### src/rtl/spi_reg_pkg.sv
// Shared constants and types for the SPI register target.
// Command byte layout, FSM states and the out-of-range read value.
package spi_reg_pkg;

    localparam int RW_BIT = 7;
    localparam int ADDR_W = 7;

    localparam logic [7:0] READ_OOR_VAL = 8'h00;

    typedef enum logic [1:0] {
        IDLE,
        CMD,
        DATA
    } state_e;

endpackage

### src/rtl/spi_reg_target_if.sv
// SPI pad bundle between an external controller and the register target.
interface spi_reg_target_if;

    logic spi_csn_i;
    logic spi_sclk_i;
    logic spi_mosi_i;
    logic spi_miso_o;
    logic spi_miso_oe_o;

    modport master (
        output spi_csn_i,
        output spi_sclk_i,
        output spi_mosi_i,
        input  spi_miso_o,
        input  spi_miso_oe_o
    );

    modport slave (
        input  spi_csn_i,
        input  spi_sclk_i,
        input  spi_mosi_i,
        output spi_miso_o,
        output spi_miso_oe_o
    );

endinterface

### src/rtl/spi_reg_sync.sv
// Multi-flop synchroniser for one asynchronous pad input,
// with optional rise/fall detection on the synchronised level.
module spi_reg_sync #(
    parameter int STAGES   = 2,
    parameter bit IDLE_VAL = 1'b0,
    parameter bit EDGES    = 1'b1
) (
    input  logic clk,
    input  logic rst,
    input  logic d_i,
    output logic q_o,
    output logic rise_o,
    output logic fall_o
);

    logic [STAGES-1:0] sync_q, sync_d;
    logic              prev_q, prev_d;

    always_comb begin
        sync_d = {sync_q[STAGES-2:0], d_i};
        prev_d = sync_q[STAGES-1];
    end

    always_ff @(posedge clk) begin
        if (rst) begin
            sync_q <= {STAGES{IDLE_VAL}};
            prev_q <= IDLE_VAL;
        end else begin
            sync_q <= sync_d;
            prev_q <= prev_d;
        end
    end

    assign q_o    = sync_q[STAGES-1];
    assign rise_o = EDGES & q_o & ~prev_q;
    assign fall_o = EDGES & ~q_o & prev_q;

endmodule

### src/rtl/spi_reg_target.sv
// SPI mode-0 target exposing a byte-wide register bank, fully
// oversampled on wb_clk_i; command byte {rw, addr[6:0]} then burst data.
module spi_reg_target
    import spi_reg_pkg::*;
#(
    parameter int         NREGS       = 8,
    parameter logic [7:0] RESET_VAL   = 8'h00,
    parameter int         SYNC_STAGES = 2
) (
    input  logic               wb_clk_i,
    input  logic               wb_rst_i,
    spi_reg_target_if.slave    spi,
    output logic [NREGS*8-1:0] regs_o,
    output logic               wr_strobe_o,
    output logic [6:0]         wr_addr_o,
    output logic [7:0]         wr_data_o
);

    localparam int SW = $clog2(SYNC_STAGES + 2);
    localparam logic [SW-1:0] SETTLED = SW'(SYNC_STAGES + 1);

    logic csn_s, csn_rise, csn_fall;
    logic sclk_rise, sclk_fall, mosi_s;
    logic unused_sclk, unused_mosi_rise, unused_mosi_fall;

    spi_reg_sync #(.STAGES(SYNC_STAGES), .IDLE_VAL(1'b1), .EDGES(1'b1)) u_csn (
        .clk(wb_clk_i), .rst(wb_rst_i), .d_i(spi.spi_csn_i),
        .q_o(csn_s), .rise_o(csn_rise), .fall_o(csn_fall)
    );

    spi_reg_sync #(.STAGES(SYNC_STAGES), .IDLE_VAL(1'b0), .EDGES(1'b1)) u_sclk (
        .clk(wb_clk_i), .rst(wb_rst_i), .d_i(spi.spi_sclk_i),
        .q_o(unused_sclk), .rise_o(sclk_rise), .fall_o(sclk_fall)
    );

    spi_reg_sync #(.STAGES(SYNC_STAGES), .IDLE_VAL(1'b0), .EDGES(1'b0)) u_mosi (
        .clk(wb_clk_i), .rst(wb_rst_i), .d_i(spi.spi_mosi_i),
        .q_o(mosi_s), .rise_o(unused_mosi_rise), .fall_o(unused_mosi_fall)
    );

    state_e             state_q, state_d;
    logic [2:0]         cnt_q, cnt_d;
    logic [6:0]         rx_q, rx_d;
    logic [6:0]         tx_q, tx_d;
    logic               rw_q, rw_d;
    logic [6:0]         addr_q, addr_d;
    logic               miso_q, miso_d;
    logic               oe_q, oe_d;
    logic [NREGS*8-1:0] regs_q, regs_d;
    logic               stb_q, stb_d;
    logic [6:0]         wa_q, wa_d;
    logic [7:0]         wd_q, wd_d;
    logic [SW-1:0]      settle_q, settle_d;
    logic               armed_q, armed_d;

    logic [7:0] rx_byte, rd_val;
    logic [6:0] addr_inc, rd_addr;
    logic       byte_done, wr_hit;

    assign rx_byte   = {rx_q, mosi_s};
    assign addr_inc  = addr_q + 7'd1;
    assign byte_done = sclk_rise & (cnt_q == 3'd7);
    assign rd_addr   = (state_q == CMD) ? rx_byte[ADDR_W-1:0] : addr_inc;

    always_comb begin
        rd_val = READ_OOR_VAL;
        for (int k = 0; k < NREGS; k++) begin
            if (rd_addr == ADDR_W'(k)) rd_val = regs_q[8*k +: 8];
        end
    end

    // A frame only starts once csn has been seen high on real pad data,
    // so a reset in mid-frame ignores the rest of that frame.
    always_comb begin
        settle_d = (settle_q == SETTLED) ? settle_q : settle_q + SW'(1);
        armed_d  = armed_q | ((settle_q == SETTLED) & csn_s);
    end

    always_comb begin
        state_d = state_q;
        cnt_d   = cnt_q;
        rx_d    = rx_q;
        tx_d    = tx_q;
        rw_d    = rw_q;
        addr_d  = addr_q;
        miso_d  = miso_q;
        oe_d    = oe_q;
        regs_d  = regs_q;
        stb_d   = 1'b0;
        wa_d    = wa_q;
        wd_d    = wd_q;
        wr_hit  = 1'b0;
        if (csn_fall && armed_q) begin
            state_d = CMD;
            cnt_d   = 3'd0;
            oe_d    = 1'b1;
            miso_d  = 1'b0;
            tx_d    = '0;
        end else begin
            unique case (state_q)
                IDLE: begin
                    oe_d   = 1'b0;
                    miso_d = 1'b0;
                end
                CMD: begin
                    if (sclk_rise) begin
                        rx_d  = rx_byte[6:0];
                        cnt_d = cnt_q + 3'd1;
                    end
                    if (byte_done) begin
                        rw_d    = rx_byte[RW_BIT];
                        addr_d  = rx_byte[ADDR_W-1:0];
                        state_d = DATA;
                        tx_d    = rx_byte[RW_BIT] ? rd_val[6:0] : 7'd0;
                        miso_d  = rx_byte[RW_BIT] & rd_val[7];
                    end
                end
                DATA: begin
                    if (sclk_rise) begin
                        rx_d  = rx_byte[6:0];
                        cnt_d = cnt_q + 3'd1;
                    end
                    if (byte_done) begin
                        if (!rw_q) begin
                            for (int k = 0; k < NREGS; k++) begin
                                if (addr_q == ADDR_W'(k)) begin
                                    regs_d[8*k +: 8] = rx_byte;
                                    wr_hit           = 1'b1;
                                end
                            end
                        end
                        stb_d  = wr_hit;
                        wa_d   = wr_hit ? addr_q : wa_q;
                        wd_d   = wr_hit ? rx_byte : wd_q;
                        addr_d = addr_inc;
                        tx_d   = rw_q ? rd_val[6:0] : 7'd0;
                        miso_d = rw_q & rd_val[7];
                    end else if (sclk_fall && rw_q && cnt_q != 3'd0) begin
                        // The fall that ends a byte keeps the freshly loaded MSB.
                        tx_d   = {tx_q[5:0], 1'b0};
                        miso_d = tx_q[6];
                    end
                end
                default: state_d = IDLE;
            endcase
            if (csn_rise) begin
                state_d = IDLE;
                cnt_d   = 3'd0;
                oe_d    = 1'b0;
                miso_d  = 1'b0;
            end
        end
    end

    always_ff @(posedge wb_clk_i) begin
        if (wb_rst_i) begin
            state_q  <= IDLE;
            cnt_q    <= 3'd0;
            rx_q     <= 7'd0;
            tx_q     <= 7'd0;
            rw_q     <= 1'b0;
            addr_q   <= 7'd0;
            miso_q   <= 1'b0;
            oe_q     <= 1'b0;
            regs_q   <= {NREGS{RESET_VAL}};
            stb_q    <= 1'b0;
            wa_q     <= 7'd0;
            wd_q     <= 8'd0;
            settle_q <= '0;
            armed_q  <= 1'b0;
        end else begin
            state_q  <= state_d;
            cnt_q    <= cnt_d;
            rx_q     <= rx_d;
            tx_q     <= tx_d;
            rw_q     <= rw_d;
            addr_q   <= addr_d;
            miso_q   <= miso_d;
            oe_q     <= oe_d;
            regs_q   <= regs_d;
            stb_q    <= stb_d;
            wa_q     <= wa_d;
            wd_q     <= wd_d;
            settle_q <= settle_d;
            armed_q  <= armed_d;
        end
    end

    assign spi.spi_miso_o    = miso_q;
    assign spi.spi_miso_oe_o = oe_q;
    assign regs_o            = regs_q;
    assign wr_strobe_o       = stb_q;
    assign wr_addr_o         = wa_q;
    assign wr_data_o         = wd_q;

endmodule

### src/flat_wrapper.sv
// flat-port wrapper written by rule: the top's interface ports become plain ports
module spi_reg_target_flat import spi_reg_pkg::*;
#(
    parameter int         NREGS       = 8,
    parameter logic [7:0] RESET_VAL   = 8'h00,
    parameter int         SYNC_STAGES = 2
)
  (wb_clk_i, wb_rst_i, regs_o, wr_strobe_o, wr_addr_o, wr_data_o, spi_spi_csn_i, spi_spi_sclk_i, spi_spi_mosi_i, spi_spi_miso_o, spi_spi_miso_oe_o);
  spi_reg_target_if spi_i ();
  input  logic wb_clk_i;
  input  logic wb_rst_i;
  output logic [NREGS*8-1:0] regs_o;
  output logic wr_strobe_o;
  output logic [6:0] wr_addr_o;
  output logic [7:0] wr_data_o;
  input wire logic [$bits(spi_i.spi_csn_i)-1:0] spi_spi_csn_i;
  input wire logic [$bits(spi_i.spi_sclk_i)-1:0] spi_spi_sclk_i;
  input wire logic [$bits(spi_i.spi_mosi_i)-1:0] spi_spi_mosi_i;
  output wire logic [$bits(spi_i.spi_miso_o)-1:0] spi_spi_miso_o;
  output wire logic [$bits(spi_i.spi_miso_oe_o)-1:0] spi_spi_miso_oe_o;
  assign spi_i.spi_csn_i = spi_spi_csn_i;
  assign spi_i.spi_sclk_i = spi_spi_sclk_i;
  assign spi_i.spi_mosi_i = spi_spi_mosi_i;
  assign spi_spi_miso_o = spi_i.spi_miso_o;
  assign spi_spi_miso_oe_o = spi_i.spi_miso_oe_o;
  spi_reg_target #(.NREGS(NREGS), .RESET_VAL(RESET_VAL), .SYNC_STAGES(SYNC_STAGES)) u_core (.wb_clk_i(wb_clk_i), .wb_rst_i(wb_rst_i), .spi(spi_i), .regs_o(regs_o), .wr_strobe_o(wr_strobe_o), .wr_addr_o(wr_addr_o), .wr_data_o(wr_data_o));
endmodule
### config.mk
export PLATFORM = sky130hd
export DESIGN_NAME = spi_reg_target_flat
export DESIGN_NICKNAME = d
export VERILOG_FILES = /design/src/rtl/spi_reg_pkg.sv /design/src/rtl/spi_reg_target_if.sv /design/src/rtl/spi_reg_sync.sv /design/src/rtl/spi_reg_target.sv /design/src/flat_wrapper.sv
export SDC_FILE = /design/constraint.sdc
export NUM_CORES = 1
export LEC_CHECK = 0
export ABC_CLOCK_PERIOD_IN_PS = 2400
export BUFFER_PORTS_ARGS = -buffer_cell sky130_fd_sc_hd__buf_4
export CORE_MARGIN = 2
export CORE_UTILIZATION = 45
export CTS_BUF_LIST = sky130_fd_sc_hd__clkbuf_2
export DETAILED_ROUTE_END_ITERATION = 7
export MAX_ROUTING_LAYER = met4
export PLACE_DENSITY = 0.74
export SLEW_MARGIN = 20
export SYNTH_ARGS = -nofsm -noshare
export SYNTH_HDL_FRONTEND = slang
export SYNTH_SLANG_ARGS = --single-unit
### constraint.sdc
create_clock -name wb_clk_i -period 2.4 [get_ports wb_clk_i]
set_input_delay 0.36 -clock wb_clk_i [delete_from_list [all_inputs] [get_ports wb_clk_i]]
set_output_delay 0.36 -clock wb_clk_i [all_outputs]
set_load 0.01 [all_outputs]
==> results.sh, run 1 <==
export IMPL_status="completed"
export IMPL_max_vdd_ir_drop_v=0.000363
export IMPL_initial_core_util=0.465
export IMPL_avgViaCountPerCell=5.62
export IMPL_route_detailed_drc=0
export IMPL_final_core_util=0.584
export IMPL_multiInputGateArea_sq_mm=0.00298
export IMPL_seq_area_sq_mm=0.00241
export IMPL_avgSynthCellArea_sq_um=9.06
export IMPL_ant_nets=0
export IMPL_powerDensity_mw_per_mm2=496
export IMPL_async_flop_share=0
export IMPL_final_period_utilization=0.977
export IMPL_cts_made_buffers=17
export IMPL_layout_min_cycle_time_ps=2350
export IMPL_worst_setup_path_start_kind="register"
export IMPL_path_class="reg -> reg"
export IMPL_hold_viol_final=0
export IMPL_first_global_vias=5012
export IMPL_power_leakage_nw=3.03
export IMPL_hold_path_class="in -> reg"
export IMPL_yosysWarnings=0
export IMPL_final_cells=920
export IMPL_finalNetCount=757
export IMPL_synth_seq_area_share=0.426
export IMPL_crit_start="u_core.rw_q"
export IMPL_grt_use_total=0.272
export IMPL_clkSinkCount=120
export IMPL_worstReg2RegStart="u_core.rw_q"
export IMPL_grt_overflow_total=0
export IMPL_syn_nets=639
export IMPL_row_count=40
export IMPL_post_place_ws_ps=6.70
export IMPL_drv_cap=0
export IMPL_hold_path_startpoint="spi_spi_csn_i"
export IMPL_dpl_hpwl_um=12200
export IMPL_io_pins=87
export IMPL_wire_per_inst_um=18.7
export IMPL_drt_iter0_markers=362
export IMPL_cts_buffer_depth=2
export IMPL_finalSetupViolations=0
export IMPL_place_inst=883
export IMPL_core_area_sq_mm=0.0121
export IMPL_critical_path_max_fanout=8
export IMPL_holdPathStages=3
export IMPL_gp_congestion=0.975
export IMPL_n_fill_cell=1127
export IMPL_tightest_slew_ps=560
export IMPL_synth_cells=622
export IMPL_slew_headroom=0.627
export IMPL_ys_flop_type="dfxtp_1"
export IMPL_worst_r2r_cell_count=7
export IMPL_cts_tree="built"
export IMPL_dr_pass1_iters=5
export IMPL_synth_edff_count=0
export IMPL_syn_area_sq_mm=0.00564
export IMPL_layout_setup_ws_ps=54.7
export IMPL_drive_above_1_share=0.270
export IMPL_die_h_um=116
export IMPL_dr_total_vias=5171
export IMPL_rrSetupSlack_ps=50
export IMPL_dieArea_sq_mm=0.0134
export IMPL_drt_total_wl_um=17200
export IMPL_syn_to_final_growth_pct=25.6
export IMPL_clk_latency_ps=720
export IMPL_die_x_um=116
export IMPL_ys_types=58
export IMPL_clockRootBuffer="clkbuf_2"
export IMPL_htreeDepth=4
export IMPL_finalMaxSlewViolations=0
export IMPL_numPortBuffers=86
export IMPL_cts_clk_slew_worst_paths_ps=180
export IMPL_grt_start_max_net_pins=54
export IMPL_end_kind="register"
export IMPL_cp_arrival_ps=2940
export IMPL_antenna_found_initial=0
export IMPL_antenna_cells=0
export IMPL_clock_skew_ps=41.6
export IMPL_worstPathRequired_ps=3000
export IMPL_grt_first_pass_wirelength_um=27000
export IMPL_synth_seq_cells=120
export IMPL_fmax_ghz=0.426
==> flip-flops by register name, summed over array words and instances, names as in the netlist, 3 cells and up <==
| signal | flops |
|---|---|
| u_core.tx_q | 7 |
| u_core.cnt_q | 3 |
| u_core.rx_q | 7 |
| u_core.addr_q | 7 |
| u_core.wr_addr_o | 7 |
| u_core.regs_o | 64 |
| u_core.wr_data_o | 8 |
==> path summary, 6_finish.rpt <==
| check | to |
|---|---|
| worst min register to register | u_core.u_csn.sync_q[1] |
| worst min-delay path | u_core.u_csn.sync_q[0] |
| worst max register to register | u_core.regs_o[0] |
| worst max-delay path | u_core.regs_o[0] |
==> cell usage after synthesis (4+ instances only) <==
| cell type | instances | share of area |
|---|---|---|
| dfxtp_1 | 120 | 0.43 |
| nand3_1 | 9 | 0.0080 |
| a21oi_1 | 29 | 0.026 |
| buf_6 | 5 | 0.010 |
| inv_1 | 18 | 0.012 |
| ha_1 | 12 | 0.027 |
| clkbuf_1 | 22 | 0.015 |
| and2_1 | 9 | 0.010 |
| nand2_2 | 4 | 0.0044 |
| nor2_1 | 107 | 0.071 |
| nand2_1 | 19 | 0.013 |
| a22o_1 | 5 | 0.0078 |
| nand3b_1 | 5 | 0.0067 |
| nand2b_1 | 7 | 0.0078 |
| a32oi_1 | 4 | 0.0062 |
| o211ai_1 | 6 | 0.0080 |
| a31oi_1 | 9 | 0.010 |
| a22oi_1 | 13 | 0.017 |
| a211oi_1 | 4 | 0.0053 |
| o21ai_0 | 24 | 0.021 |
| mux2i_1 | 92 | 0.16 |
| o22ai_1 | 9 | 0.010 |
| buf_2 | 15 | 0.013 |
| nor2b_1 | 15 | 0.017 |
| o221a_2 | 5 | 0.010 |
| nor3_1 | 7 | 0.0062 |
==> where the power goes <==
part / internal (W) / total (W) / switching (W)
Clock: 0.000593 / 0.00139 / 0.000794
Combinational: 0.0000390 / 0.000103 / 0.0000643
Sequential: 0.00201 / 0.00202 / 0.0000116
==> metal layers <==
metal / track usage / part of all wire / up-vias
met1: 0.336 / 0.43 / 2483
met5: - / 0 / -
met4: 0.125 / 0.036 / 0
met3: 0.0690 / 0.068 / 46
li1: - / - / 2427
met2: 0.419 / 0.47 / 215
==> cells by family after synthesis <==
kind of cell,Yosys count,synth area share
buf+inv,62,0.0513
xor+xnor,5,0.00777
simple gates,202,0.172
fa+ha+maj,12,0.0266
flops,120,0.426
mux,93,0.165
compound gates,128,0.151
==> placed cells by master (no fill, tap or decap), drive strengths merged, types with 3 or more instances in the layout <==
cell / count
a211oi: 4
a21oi: 29
a22o: 5
a22oi: 13
a31oi: 9
a32oi: 4
and2: 9
and3: 3
buf: 139
bufinv: 3
clkbuf: 20
clkinv: 7
dfxtp: 120
dlygate4sd3: 4
ha: 12
inv: 18
mux2i: 92
nand2: 23
nand2b: 7
nand3: 9
nand3b: 5
nor2: 110
nor2b: 15
nor3: 7
o211ai: 6
o21a: 3
o21ai: 25
o221a: 5
o22ai: 9
or2: 3
xnor2: 3
==> final cells by class <==
| cell class | count | share of cell area |
|---|---|---|
| repair buffers | 143 | 0.163 |
| inverters | 18 | 0.00955 |
| clock inverters | 11 | 0.0214 |
| clock buffers | 20 | 0.0141 |
| flip-flops and latches | 120 | 0.341 |
| multi-input cells | 440 | 0.422 |
| well taps | 168 | 0.0297 |
==> stage by stage <==
stage	hold WS, ps	area (sq um)	power (W)	setup TNS [ps]
after floorplan	389	5640	0.00213	0
after global placement	401	6720	0.00215	0
after detailed placement	409	6720	0.00216	0
after CTS	328	7020	0.00354	0
after global routing	344	7080	0.00364	-68.4
final	401	7080	0.00351	0
==> what timing repair did <==
item	in CTS	in global routing
pin swaps	0	1
gates resized for setup	2	16
hold buffers	4	0
endpoints found under the hold margin	7	0
buffers inserted	0	2
endpoints found under the setup margin	1	32
==> critical path, cell delays in order (launching register included) <==
cell and delay (ps):
dfxtp_4 380, or4_1 530, or4_4 590, nor2_4 160, and2_4 180, buf_12 140
mux2i_1 210, nor2_1 70
(Power assumes the default switching activity.)
==> run 2: changes to the inputs <==
--- a/config.mk
+++ b/config.mk
@@ -7,6 +7,7 @@
 export LEC_CHECK = 0
 export ABC_CLOCK_PERIOD_IN_PS = 2400
 export BUFFER_PORTS_ARGS = -buffer_cell sky130_fd_sc_hd__buf_4
+export CORE_ASPECT_RATIO = 1.75
 export CORE_MARGIN = 2
 export CORE_UTILIZATION = 45
 export CTS_BUF_LIST = sky130_fd_sc_hd__clkbuf_2
==> run 2 against run 1 <==
Net effect:
- largest cell class unchanged
- sequential power hardly changed
- sequential share of layout area is 0.20 points higher
- highest routed layer unchanged
- via count is 0.85% lower
- final area is 0.74% lower
- worst setup slack better by 33 ps
==> results.sh, run 2 (synthesized netlist as in run 1, its figures left out) <==
export IMPL_status="completed"
export IMPL_io_pins=87
export IMPL_powerDensity_mw_per_mm2=465
export IMPL_worst_r2r_cell_count=7
export IMPL_tightest_slew_ps=621
export IMPL_die_h_um=152
export IMPL_n_fill_cell=1161
export IMPL_drv_cap=0
export IMPL_critical_path_max_fanout=8
export IMPL_initial_core_util=0.456
export IMPL_placed_cell_area_sq_mm=0.00671
export IMPL_syn_to_final_growth_pct=24.6
export IMPL_clockRootBuffer="clkbuf_2"
export IMPL_path_class="reg -> reg"
export IMPL_grt_first_pass_wirelength_um=27600
export IMPL_worstPathRequired_ps=2980
export IMPL_antenna_found_initial=1
export IMPL_fmax_ghz=0.432
export IMPL_post_place_ws_ps=-206
export IMPL_finalSetupTns_ps=0
export IMPL_die_x_um=88.6
export IMPL_cts_made_buffers=17
export IMPL_timing_rr_end="u_core.regs_o[4]"
export IMPL_final_period_utilization=0.963
export IMPL_largest_reg_flops=64
export IMPL_dr_total_vias=5127
export IMPL_cp_arrival_ps=2890
export IMPL_drive_above_1_share=0.272
export IMPL_cts_tree="built"
export IMPL_numPortBuffers=86
export IMPL_drt_total_wl_um=17700
export IMPL_holdPathStages=5
export IMPL_clk_latency_ps=680
export IMPL_first_global_vias=5187
export IMPL_rsz0062_at_grt="no"
export IMPL_core_area_sq_mm=0.0124
export IMPL_htreeDepth=4
export IMPL_grt_use_total=0.275
export IMPL_worst_setup_path_start_kind="register"
export IMPL_power_leakage_nw=2.98
export IMPL_rrSetupSlack_ps=90
export IMPL_route_detailed_drc=0
export IMPL_dpl_hpwl_um=13000
export IMPL_max_vdd_ir_drop_v=0.000534
export IMPL_cts_buffer_depth=2
export IMPL_drt_iter0_markers=301
export IMPL_seq_area_sq_mm=0.00241
export IMPL_cts_clk_slew_worst_paths_ps=200
export IMPL_hold_path_class="in -> reg"
export IMPL_final_core_util=0.568
export IMPL_grt_start_max_net_pins=61
export IMPL_clock_skew_ps=26.8
export IMPL_avgViaCountPerCell=5.58
export IMPL_grt_overflow_total=0
export IMPL_finalNetCount=753
export IMPL_slew_headroom=0.586
export IMPL_ant_nets=0
export IMPL_dr_pass1_iters=5
export IMPL_end_kind="register"
export IMPL_dieArea_sq_mm=0.0135
export IMPL_wire_per_inst_um=19.2
export IMPL_whs_endpoint="u_core.tx_q[4]"
export IMPL_layout_common_cells="buf_4 (129), dfxtp_1 (114), nor2_1 (104)"
export IMPL_worstReg2RegStart="u_core.rw_q"
export IMPL_multiInputGateArea_sq_mm=0.00300
export IMPL_clkSinkCount=120
export IMPL_final_common_cell="buf_4"
export IMPL_finalMaxSlewViolations=0
export IMPL_hold_viol_final=0
export IMPL_layout_min_cycle_time_ps=2310
export IMPL_hold_path_startpoint="wb_rst_i"
export IMPL_gp_congestion=0.926
export IMPL_row_count=54
export IMPL_finalSetupViolations=0
export IMPL_fin_area_sq_mm=0.00702
export IMPL_layout_setup_ws_ps=87.9
run 2: cell types whose count changed in the layout (fill, tap and decap cells not counted), sizes merged:
cell         delta
clkinv          -2
inv             +5
buf             -3
clkinvlp        +4
bufinv          -3
dlygate4sd3     -1
diode           +1
clkbuf          -3
run 2: worst max-delay path by stage:
stage / from / endpoint / slack (ps)
4_1_cts: u_core.state_q[1] / u_core.tx_q[0] / 3
3_5_place_dp: u_core.state_q[1] / u_core.tx_q[0] / -210
3_3_place_gp: u_core.state_q[1] / u_core.tx_q[0] / -210
6_report: u_core.rw_q / u_core.regs_o[4] / 90
2_1_floorplan: u_core.addr_q[0] / u_core.spi.spi_miso_o / 220
5_1_grt: u_core.cnt_q[1] / u_core.regs_o[7] / 3
run 2: where the power goes:
part,internal (W),total [W],switching (W)
clock network,0.000288,0.00114,0.000855
logic,0.0000374,0.000102,0.0000649
registers,0.00201,0.00202,0.0000104
total,0.00234,0.00327,0.000930
run 2: worst max-delay path, cell delays in order, from the launching register on:
cell and delay [ps]:
dfxtp_2 400, or4_1 580, or4_4 500, nor2_4 120, and2_1 190, buf_12 150, mux2i_1 220, nor2_1 60
run 2: final cells by class:
cell class / instances / area share
Multi-Input combinational cell: 440 / 0.427
Clock inverter: 15 / 0.0167
Timing Repair Buffer: 139 / 0.161
Sequential cell: 120 / 0.343
Clock buffer: 17 / 0.0121
Antenna cell: 1 / 0.000356
Tap cell: 168 / 0.0299
Inverter: 18 / 0.0102
run 2: through the flow:
step | std cells | hold slack, ps | power, W
final | 918 | 158 | 0.00327
after global routing | 918 | 108 | 0.00340
after CTS | 916 | 118 | 0.00330
after detailed placement | 881 | 398 | 0.00216
after global placement | 881 | 400 | 0.00216
after floorplan | 622 | 389 | 0.00213
run 2: layer usage:
| metal | track usage | share of wire | wire, um | up-vias |
|---|---|---|---|---|
| li1 | - | - | - | 2416 |
| met1 | 0.304 | 0.38 | 6760 | 2496 |
| met2 | 0.456 | 0.53 | 9280 | 157 |
| met3 | 0.0483 | 0.036 | 642 | 58 |
| met4 | 0.149 | 0.055 | 975 | 0 |
| met5 | - | 0 | 0 | - |
run 2: what timing repair did:
action                                  in CTS  in global routing
hold buffers                                 3                  0
setup buffers                                0                  1
endpoints found under the setup margin       8                 23
endpoints found under the hold margin        3                  0
resized for setup                            4                 17
==> run 3: changes to the inputs <==
--- a/config.mk
+++ b/config.mk
@@ -9,12 +9,13 @@
 export BUFFER_PORTS_ARGS = -buffer_cell sky130_fd_sc_hd__buf_4
 export CORE_ASPECT_RATIO = 1.75
 export CORE_MARGIN = 2
-export CORE_UTILIZATION = 45
+export CORE_UTILIZATION = 51
 export CTS_BUF_LIST = sky130_fd_sc_hd__clkbuf_2
 export DETAILED_ROUTE_END_ITERATION = 7
 export MAX_ROUTING_LAYER = met4
-export PLACE_DENSITY = 0.74
+export PLACE_DENSITY = 0.81
 export SLEW_MARGIN = 20
 export SYNTH_ARGS = -nofsm -noshare
 export SYNTH_HDL_FRONTEND = slang
+export SYNTH_HIERARCHICAL = 1
 export SYNTH_SLANG_ARGS = --single-unit
==> run 3 against run 2 <==
Net effect:
- wire length fell by 6.4%
- largest power group unchanged
- highest routed layer unchanged
- sequential power hardly changed
- critical path depth increased by 2
- power grew 3.1%
==> results.sh, run 3 <==
export IMPL_grt_overflow_total=0
export IMPL_io_pins=87
export IMPL_numPortBuffers=86
export IMPL_hold_path_class="in -> reg"
export IMPL_whs_endpoint="u_core/tx_q[5]"
export IMPL_grt_use_total=0.286
export IMPL_grt_start_max_net_pins=56
export IMPL_final_period_utilization=0.966
export IMPL_cts_made_buffers=17
export IMPL_htreeDepth=4
export IMPL_final_cells=883
export IMPL_drt_total_wl_um=16500
export IMPL_worst_setup_path_start_kind="register"
export IMPL_clkSinkCount=120
export IMPL_rsz0062_at_grt="yes"
export IMPL_worstPathRequired_ps=3000
export IMPL_first_global_vias=5261
export IMPL_cts_buffer_depth=2
export IMPL_grt_first_pass_wirelength_um=26200
export IMPL_holdPathStages=5
export IMPL_cts_clk_slew_worst_paths_ps=180
export IMPL_layout_common_cells="buf_4 (136), dfxtp_1 (117), nor2_1 (73)"
export IMPL_placed_cell_area_sq_mm=0.00661
export IMPL_max_vdd_ir_drop_v=0.000414
export IMPL_core_area_sq_mm=0.0107
export IMPL_end_kind="register"
export IMPL_initial_core_util=0.524
export IMPL_gp_congestion=0.933
export IMPL_synth_cells=624
export IMPL_wire_per_inst_um=18.7
export IMPL_drv_cap=0
export IMPL_final_core_util=0.646
export IMPL_antenna_found_initial=1
export IMPL_die_h_um=143
export IMPL_finalSetupViolations=0
export IMPL_multiInputGateArea_sq_mm=0.00297
export IMPL_finalMaxSlewViolations=0
export IMPL_ant_nets=0
export IMPL_place_inst=843
export IMPL_cts_tree="built"
export IMPL_avgSynthCellArea_sq_um=8.98
export IMPL_tightest_slew_ps=687
export IMPL_clk_latency_ps=680
export IMPL_finalNetCount=756
export IMPL_drive_above_1_share=0.274
export IMPL_clock_skew_ps=27.7
export IMPL_dpl_hpwl_um=11900
export IMPL_fin_area_sq_mm=0.00691
export IMPL_power_leakage_nw=2.68
export IMPL_cp_arrival_ps=2920
export IMPL_clockRootBuffer="clkbuf_2"
export IMPL_powerDensity_mw_per_mm2=487
export IMPL_row_count=50
export IMPL_avgViaCountPerCell=5.92
export IMPL_syn_to_final_growth_pct=23.4
export IMPL_die_x_um=83.2
export IMPL_slew_headroom=0.541
export IMPL_seq_area_sq_mm=0.00241
export IMPL_hold_path_startpoint="wb_rst_i"
export IMPL_dr_pass1_iters=5
export IMPL_n_fill_cell=891
export IMPL_syn_nets=641
export IMPL_critical_path_max_fanout=10
export IMPL_status="completed"
export IMPL_syn_area_sq_mm=0.00560
export IMPL_dr_total_vias=5230
export IMPL_worst_r2r_cell_count=9
export IMPL_path_class="reg -> reg"
export IMPL_yosysWarnings=6
export IMPL_fmax_ghz=0.431
export IMPL_final_common_cell="buf_4"
export IMPL_worstReg2RegStart="u_core/state_q[1]"
export IMPL_rrSetupSlack_ps=80
export IMPL_route_detailed_drc=0
export IMPL_largest_reg_flops=64
export IMPL_layout_min_cycle_time_ps=2320
export IMPL_timing_rr_end="u_core/tx_q[6]"
export IMPL_hold_viol_final=0
export IMPL_dieArea_sq_mm=0.0119
export IMPL_drt_iter0_markers=379
## run 3: critical path: stages (launching register included)
cell	delay [ps]
dfxtp_1	370
inv_1	90
ha_2	290
nor4b_4	310
a311o_1	280
o311ai_4	200
nor4b_4	250
buf_4	190
nand2_1	80
a31oi_1	180
## run 3: per-stage QoR
stage                     setup slack [ps]  total power [W]  hold slack [ps]  TNS [ps]
after floorplan                       78.6          0.00221              383         0
after global placement                59.6          0.00226              402         0
after detailed placement             -5.75          0.00227              414     -5.75
after CTS                             3.23          0.00339             86.7         0
after global routing                 -9.75          0.00349             67.6     -10.2
final                                 81.5          0.00337              117         0
## run 3: how the worst max path moves through the flow
stage,endpoint,cells after the start,startpoint
final,u_core/tx_q[6],9,u_core/state_q[1]
after global routing,u_core/tx_q[1],9,u_core/state_q[1]
after CTS,u_core/tx_q[6],7,u_core/addr_q[1]
after detailed placement,u_core/tx_q[4],8,u_core/state_q[1]
after global placement,u_core/tx_q[6],8,u_core/state_q[1]
after floorplan,u_core/tx_q[0],10,u_core/addr_q[0]
## run 3: routing by layer
layer  track usage  wire, um
met1         0.301      6100
met3        0.0491      1040
met2         0.490      8600
met5             -         0
met4         0.190       798
## run 3: area by class of cell
class                           count  share of cell area
Timing Repair Buffer              143               0.164
Multi-Input combinational cell    447               0.430
Inverter                           10             0.00543
Clock buffer                       18              0.0130
Clock inverter                     14              0.0159
Sequential cell                   120               0.348
Antenna cell                        1            0.000362
Tap cell                          130              0.0235
## run 3: timing repair
action / CTS / global route
resized for setup: 1 / 9
endpoints found under the setup margin: 5 / 25
hold endpoints to repair: 3 / 0
hold buffers: 3 / 0
buffers inserted: 0 / 4
pin swaps: 0 / 4
## run 3: where the power goes
group	leakage, nW	switching, W	internal [W]
Sequential	0.970	0.0000204	0.00202
Combinational	1.59	0.000122	0.0000766
Clock	0.120	0.000767	0.000361
